$ cat config.mk
export PLATFORM = sky130hd
export DESIGN_NAME = handshake_sender_controller
export DESIGN_NICKNAME = d
export VERILOG_FILES = /design/src/rtl/handshake_sender_controller_pkg.sv /design/src/rtl/handshake_acknowledge_synchronizer.sv /design/src/rtl/handshake_sender_controller.sv
export SDC_FILE = /design/constraint.sdc
export NUM_CORES = 1
export LEC_CHECK = 0
export BUFFER_PORTS_ARGS = -buffer_cell sky130_fd_sc_hd__clkbuf_2
export CAP_MARGIN = 20
export CELL_PAD_IN_SITES_DETAIL_PLACEMENT = 1
export CELL_PAD_IN_SITES_GLOBAL_PLACEMENT = 1
export CORE_MARGIN = 2
export CORE_UTILIZATION = 35
export CTS_CLUSTER_DIAMETER = 150
export DETAILED_ROUTE_END_ITERATION = 16
export GPL_TIMING_DRIVEN = 0
export PLACE_DENSITY = 0.79
export SKIP_LAST_GASP = 1
export SLEW_MARGIN = 5
export SYNTH_ARGS = -nofsm -noshare
export SYNTH_HDL_FRONTEND = slang
export SYNTH_SLANG_ARGS = --single-unit
$ cat constraint.sdc
create_clock -name clock -period 2.7 [get_ports clock]
set_input_delay 0.135 -clock clock [delete_from_list [all_inputs] [get_ports clock]]
set_output_delay 0.135 -clock clock [all_outputs]
set_load 0.1 [all_outputs]
$ cat src/rtl/handshake_sender_controller_pkg.sv
// Shared types and default constants for the 4-phase handshake sender.
package handshake_sender_controller_pkg;

   typedef enum logic [1:0] {
      IDLE    = 2'd0,
      REQUEST = 2'd1,
      RELEASE = 2'd2
   } handshake_state_t;

   localparam int DEFAULT_STAGES         = 2;
   localparam int DEFAULT_TIMEOUT_CYCLES = 64;

endpackage

$ cat src/rtl/handshake_acknowledge_synchronizer.sv
// Multi-flop synchronizer bringing the foreign acknowledge into the sending clock domain.
module handshake_acknowledge_synchronizer
   import handshake_sender_controller_pkg::*;
#(
   parameter int STAGES = DEFAULT_STAGES
) (
   input  logic clock,
   input  logic reset,
   input  logic data_in,
   output logic data_out
);

   logic [STAGES-1:0] sync_q;

   always_ff @(posedge clock) begin
      if (reset) begin
         sync_q <= '0;
      end else begin
         sync_q[0] <= data_in;
         for (int i = 1; i < STAGES; i++) begin
            sync_q[i] <= sync_q[i-1];
         end
      end
   end

   assign data_out = sync_q[STAGES-1];

endmodule

$ cat src/rtl/handshake_sender_controller.sv
// Source-side 4-phase req/ack controller; holds the accepted word on request_data while busy.
// Optional HANDSHAKE_SENDER_CONTROLLER_TIMEOUT_EN adds a sticky per-phase timeout flag.
//
// state   | meaning
// IDLE    | waiting for a word; ready only once ack_sync is low
// REQUEST | request high, waiting for ack_sync to rise
// RELEASE | request low, waiting for ack_sync to fall
module handshake_sender_controller
   import handshake_sender_controller_pkg::*;
#(
   parameter int WIDTH          = 8,
   parameter int STAGES         = DEFAULT_STAGES,
   parameter int TIMEOUT_CYCLES = DEFAULT_TIMEOUT_CYCLES
) (
   input  logic             clock,
   input  logic             reset,
   input  logic [WIDTH-1:0] write_data,
   input  logic             write_valid,
   output logic             write_ready,
   output logic             write_done,
   output logic             busy,
   output logic             request,
   output logic [WIDTH-1:0] request_data,
   input  logic             acknowledge
`ifdef HANDSHAKE_SENDER_CONTROLLER_TIMEOUT_EN
   ,
   output logic             timeout_error
`endif
);

   handshake_state_t state, next_state;
   logic             ack_sync;
   logic             accept;

   handshake_acknowledge_synchronizer #(
      .STAGES (STAGES)
   ) u_ack_sync (
      .clock    (clock),
      .reset    (reset),
      .data_in  (acknowledge),
      .data_out (ack_sync)
   );

   // request and write_done are flops so nothing combinational crosses to the receiver
   always_ff @(posedge clock) begin
      if (reset) begin
         state        <= IDLE;
         request      <= 1'b0;
         request_data <= '0;
         write_done   <= 1'b0;
      end else begin
         state      <= next_state;
         request    <= (next_state == REQUEST);
         write_done <= (state == RELEASE) && (next_state == IDLE);
         if (accept) begin
            request_data <= write_data;
         end
      end
   end

   always_comb begin
      next_state = state;
      case (state)
         IDLE:    if (accept)    next_state = REQUEST;
         REQUEST: if (ack_sync)  next_state = RELEASE;
         RELEASE: if (!ack_sync) next_state = IDLE;
         default:                next_state = IDLE;
      endcase
   end

   always_comb begin
      write_ready = (state == IDLE) && !ack_sync;
      busy        = (state != IDLE);
      accept      = write_valid && write_ready;
   end

`ifdef HANDSHAKE_SENDER_CONTROLLER_TIMEOUT_EN
   localparam int CW = $clog2(TIMEOUT_CYCLES + 1);

   logic [CW-1:0] phase_count;

   // counter saturates; the flag is raised on the increment that reaches TIMEOUT_CYCLES
   always_ff @(posedge clock) begin
      if (reset) begin
         phase_count   <= '0;
         timeout_error <= 1'b0;
      end else if (next_state != state) begin
         phase_count <= '0;
      end else if (busy && (phase_count != CW'(TIMEOUT_CYCLES))) begin
         phase_count <= phase_count + CW'(1);
         if (phase_count == CW'(TIMEOUT_CYCLES - 1)) begin
            timeout_error <= 1'b1;
         end
      end
   end
`else
   logic unused_timeout_cfg;
   assign unused_timeout_cfg = |TIMEOUT_CYCLES;
`endif

endmodule
== Word level (Yosys, flattened, before mapping) ==
Cells that the tools add are included.

* Flip-flop bits (word level): 14
* Latch bits: 0
* Memory bits (writable): 0
* ROM bits: 0
* Bits of input ports: 12
* Output and inout bits: 12
* Logic and storage cells: 19
* Memories kept: 0

* Add/subtract/negate cells: 0
* $mul: 0
* Div/mod/pow operators: 0
* Order comparisons: 0
* Equal/unequal tests: 3
* Shift-type cells: 0
* Muxes and demuxes: 4
* Bitwise operators: 0
* Reductions and logical operators: 7

{| class="wikitable"
|+ Operators by type and width
! kind !! number
|-
| $mux W2 || 3
|-
| $pmux W2 S3 || 1
|-
| $eq A2 B1 Y1 const B || 2
|-
| $logic_not A2 Y1 || 2
|-
| $logic_and A1 B1 Y1 || 3
|-
| $eq A2 B2 Y1 const B || 1
|-
| $reduce_bool A2 Y1 || 1
|-
| $logic_not A1 Y1 || 1
|}

== Logic depth before layout (Yosys ltp) ==
* Depth after elaboration: 7
* Depth in mapped cells: 3
* Gate-level depth less buffers: 2

== Modules after synthesis ==
From an unflattened synthesis, not the netlist that was laid out.

* Cells, all modules: 52
* Area, all modules: 566.8 um^2

{| class="wikitable"
|+ By module, submodules not included
! module !! times used !! cells each !! area an instance (um^2) !! sequential area each (um^2)
|-
| handshake_sender_controller || 1 || 48 || 514.2 || 240.2
|-
| handshake_acknowledge_synchronizer || 1 || 4 || 52.6 || 40.0
|}

== Least setup slack after synthesis ==
OpenSTA, ideal clock, no wires.

* Kind: reg2out
* Start: register state[1]
* End: output write_ready
* Arrival time: 2.237 ns
* Data required time: 2.565 ns
* Setup slack: 0.328 ns
* Stages on the path, launching flop included: 3
* Path buffers: 0
* Path through: dfxtp_1 or2_2 nor2_1

* Word-level cells in the longest chain between the ends: 2

{| class="wikitable"
|+ Ends and longest elaborated chain
! element !! line !! text
|-
| from (decl) || handshake_sender_controller.sv:31 || <nowiki>handshake_state_t state, next_state;</nowiki>
|-
| from (signal assigned) || handshake_sender_controller.sv:52 || <nowiki>state <= next_state;</nowiki>
|-
| $logic_not A2 Y1 || handshake_sender_controller.sv:72 || <nowiki>write_ready = (state == IDLE) && !ack_sync;</nowiki>
|-
| $logic_and A1 B1 Y1 || handshake_sender_controller.sv:72 ||
|-
| to (decl) || handshake_sender_controller.sv:19 || <nowiki>output logic write_ready,</nowiki>
|}

Every way passes these cells.

== Final worst setup path ==
Ends and elaborated chain as after synthesis.

==> impl_summary.md <==
Place
The post-detailed-placement half-perimeter wirelength is ~900 um. The number of buffer cells added on primary ports is 23. OpenSTA, run right after detailed placement, puts the worst setup slack at about 1.3 ns. The weighted congestion reported at the end of routability-driven placement is 0.643. Summing all placed instances gives a cell area of 702 um^2.

Timing
The transition time at the pin with the least slew margin is between 0.5 and 0.6 ns. The max-slew violation count was 0. The worst setup margin is ~1.0 ns. Based on the critical path, the design can be clocked at up to 596 MHz. The headroom to the max-slew limit is 63.6%.

The number of hold-slack violations in the final timing report came to 0. The final-report setup violation count is 0. The portion of the clock cycle consumed by the worst path in the final layout is 62.1%.

Counting I/O delays and the setup requirement, the final critical path takes around 1.7 ns. After routing, the total negative slack on setup checks comes to 0 ns. The setup skew after layout is 0.00208 ns. Setup repair after global routing left no endpoint under its margin.

Clock network
TritonCTS built the clock tree. The number of buffers on the longest clock path is 2. The quantity of gates resized following cts is 0.

Hold repair after CTS inserted 0 buffers. The clock-pin slew on the worst setup and hold paths is 0.08 ns. At the later pin of the worst-skew pair, clock insertion delay measures between 0.2 and 0.3 ns. The clock tree root buffer cell is clkbuf_4. The count of buffers added by post-CTS timing repair for setup is 0. The number of H-tree levels is 1. The number of clock sinks is 14. The number of CTS-inserted buffers is 3.

Setup path
The largest delay contributor family on the critical path is buffers and inverters. The worst setup path is captured at an output pin. The critical path's slowest cell is clkbuf_2.

The critical path launch point is state[1]$_SDFF_PP0_. The peak per-stage delay on the critical path is between 0.4 and 0.5 ns. In this run the critical register-to-register path is launched from u_ack_sync.sync_q[1]$_SDFF_PP0_. The data required time at the worst endpoint is between 2 and 3 ns. The critical path goes through or2_2 > nor2_1 > clkbuf_2. The top fanout value on the critical path is 6. The number of buffer and inverter stages on the critical path is 1. The nature of the critical path startpoint is a flip-flop. The arrival time reported for the critical path endpoint is 1.54 ns. The kind of critical path is flip-flop to output pin.

Route
Dividing the detail-routed wire length by the instance count gives between 10 and 15 um. The detail-routed via count per cell is 4.79. The final layout contains routed wiring with a total length of 1120 um. For this run, design rule violations remaining after detail routing come to 0. Once detail routing completed, the nets flagged for antenna violations numbered 0. After the first detailed-routing iteration, the DRC count stood at 4. The count of TritonRoute iterations in the first routing pass is 4. The number of vias after detailed routing is ~460.

GRT
The first global-routing pass estimated between 2000 and 2500 um of wire. The number of global-route vias before repair came to 496. The total overflow left after global routing is 0. The pin count of the biggest net entering global routing is 11.

The initial antenna violation count is 0. The overall fraction of global-route tracks in use is 14.5%.

Die
24 I/O pins were placed. The die is 44.2 um wide. The total area inside the core boundary comes to 1510 um^2. The die covers around 2000 um^2. The die is ~44 um tall. The starting density of the core is a little under two fifths.

In this run the core area contains 14 standard-cell rows.

Finish
Relative to the synthesized area, the layout overhead comes to 30.2%. The number of nets in the layout is about 90. The utilization after layout is 49.0%. The finished cells cover roughly 740 um^2. In the layout the commonest cells are 23 x clkbuf_2, 16 x nand2b_1, 14 x dfxtp_1. Fill cells in the final layout number 192. The leading cell type in the layout, fill and taps excluded is clkbuf_2. 0 antenna diodes ended up in the layout. The share of cells above drive strength 1 is a little under two fifths.

Power
The net switching fraction of the power is 35.9%. The static leakage is 0.336 nW. The overall power of the completed layout is 0.521 mW.

The power per cell area is 706 nW/um^2. IR analysis of the VDD net gives a maximum drop of approximately 0.28 mV. The internal power contribution is 0.334 mW. The net switching component of the power is ~0.19 mW. The share of total power in the clock network is 28.8%. The combinational group share of total power is 27.7%.

The relative contribution of sequential cells to total power is 43.5%.

Logic synthesis
The number of library cell types mapped by synthesis is 13. The sequential element share of the synthesized area is 49.4%. Averaged over all synthesized cells, the footprint is ~11 um^2. The cell count after synthesis is 52.

During synthesis, Yosys emitted a total of 0 warnings. The post-synth net total is 64. The flop and latch count out of synthesis is 14. In this run the cell area of the synthesized design comes to 567 um^2.

Flow run
Max-cap violations in this run came to 0.

Worst hold path
The critical hold path startpoint is acknowledge. The worst hold path belongs to the class input port to flip-flop.

Run status
The run finished with clean final reports.
synthesized netlist by cell type:
master	instances	area share, %
buf_6	1	2.0
dfxtp_1	14	49
or2_2	1	1.1
xnor2_1	1	1.5
nor4b_4	1	4.2
nor4_1	2	2.2
mux2i_1	8	14
clkbuf_1	2	1.3
nor4b_1	1	1.5
nor3b_1	1	1.3
nor2b_1	2	2.2
nor2_1	2	1.3
nand2b_1	16	18
power by group through the flow:
stage / Sequential [mW] / Combinational [mW] / Clock, mW
2_1_floorplan: 0.298 / 0.0532 / 0
3_3_place_gp: 0.231 / 0.144 / 0
3_5_place_dp: 0.232 / 0.146 / 0
4_1_cts: 0.227 / 0.146 / 0.156
5_1_grt: 0.229 / 0.152 / 0.166
6_report: 0.227 / 0.145 / 0.150
registers in the layout, indices dropped and copies added, names as in the netlist:
signal and cells:
request 1, request_data 8, state 2, u_ack_sync.sync_q 2, write_done 1
per-layer routing:
metal  GRT usage [%]  up-vias  routed length [um]
met5               0        -                   0
met4            7.27        0                  17
met3            2.45        2                  51
met2            24.4       14                 599
met1            17.8      212                 449
li1                -      227                   -
path summary, 6_finish.rpt:
check | slack (ns) | cells past startpoint | end
max | 1.02 | 3 | write_ready
min | 0.06 | 2 | u_ack_sync.sync_q[0]$_SDFF_PP0_
max reg2reg | 1.56 | 3 | request_data[6]$_SDFFE_PP0P_
min reg2reg | 0.45 | 1 | u_ack_sync.sync_q[1]$_SDFF_PP0_
per-stage QoR:
stage	hold slack, ns	std cells
floorplan	0.263	52
global placement	0.344	91
detailed placement	0.354	91
CTS	0.0605	95
global route	0.0634	95
finish	0.0638	95
cell families (layout without fill, tap and decap cells):
group                     Yosys count  in the layout  synth area share [%]
buffers and inverters               3             30                  3.31
DFF                                14             14                  49.4
and+or+nand+nor                    26             26                  31.6
muxes                               8              8                  14.1
xor gates and xnor gates            1              1                  1.55
cell type report:
| class | count | area, um^2 | area share [%] |
|---|---|---|---|
| repair buffers | 23 | 115 | 15.6 |
| well taps | 16 | 20.0 | 2.71 |
| plain buffers | 3 | 18.8 | 2.54 |
| flip-flops and latches | 14 | 280 | 38.0 |
| multi-input cells | 35 | 268 | 36.3 |
| clock buffers | 4 | 36.3 | 4.92 |
(Power assumes the default switching activity.)
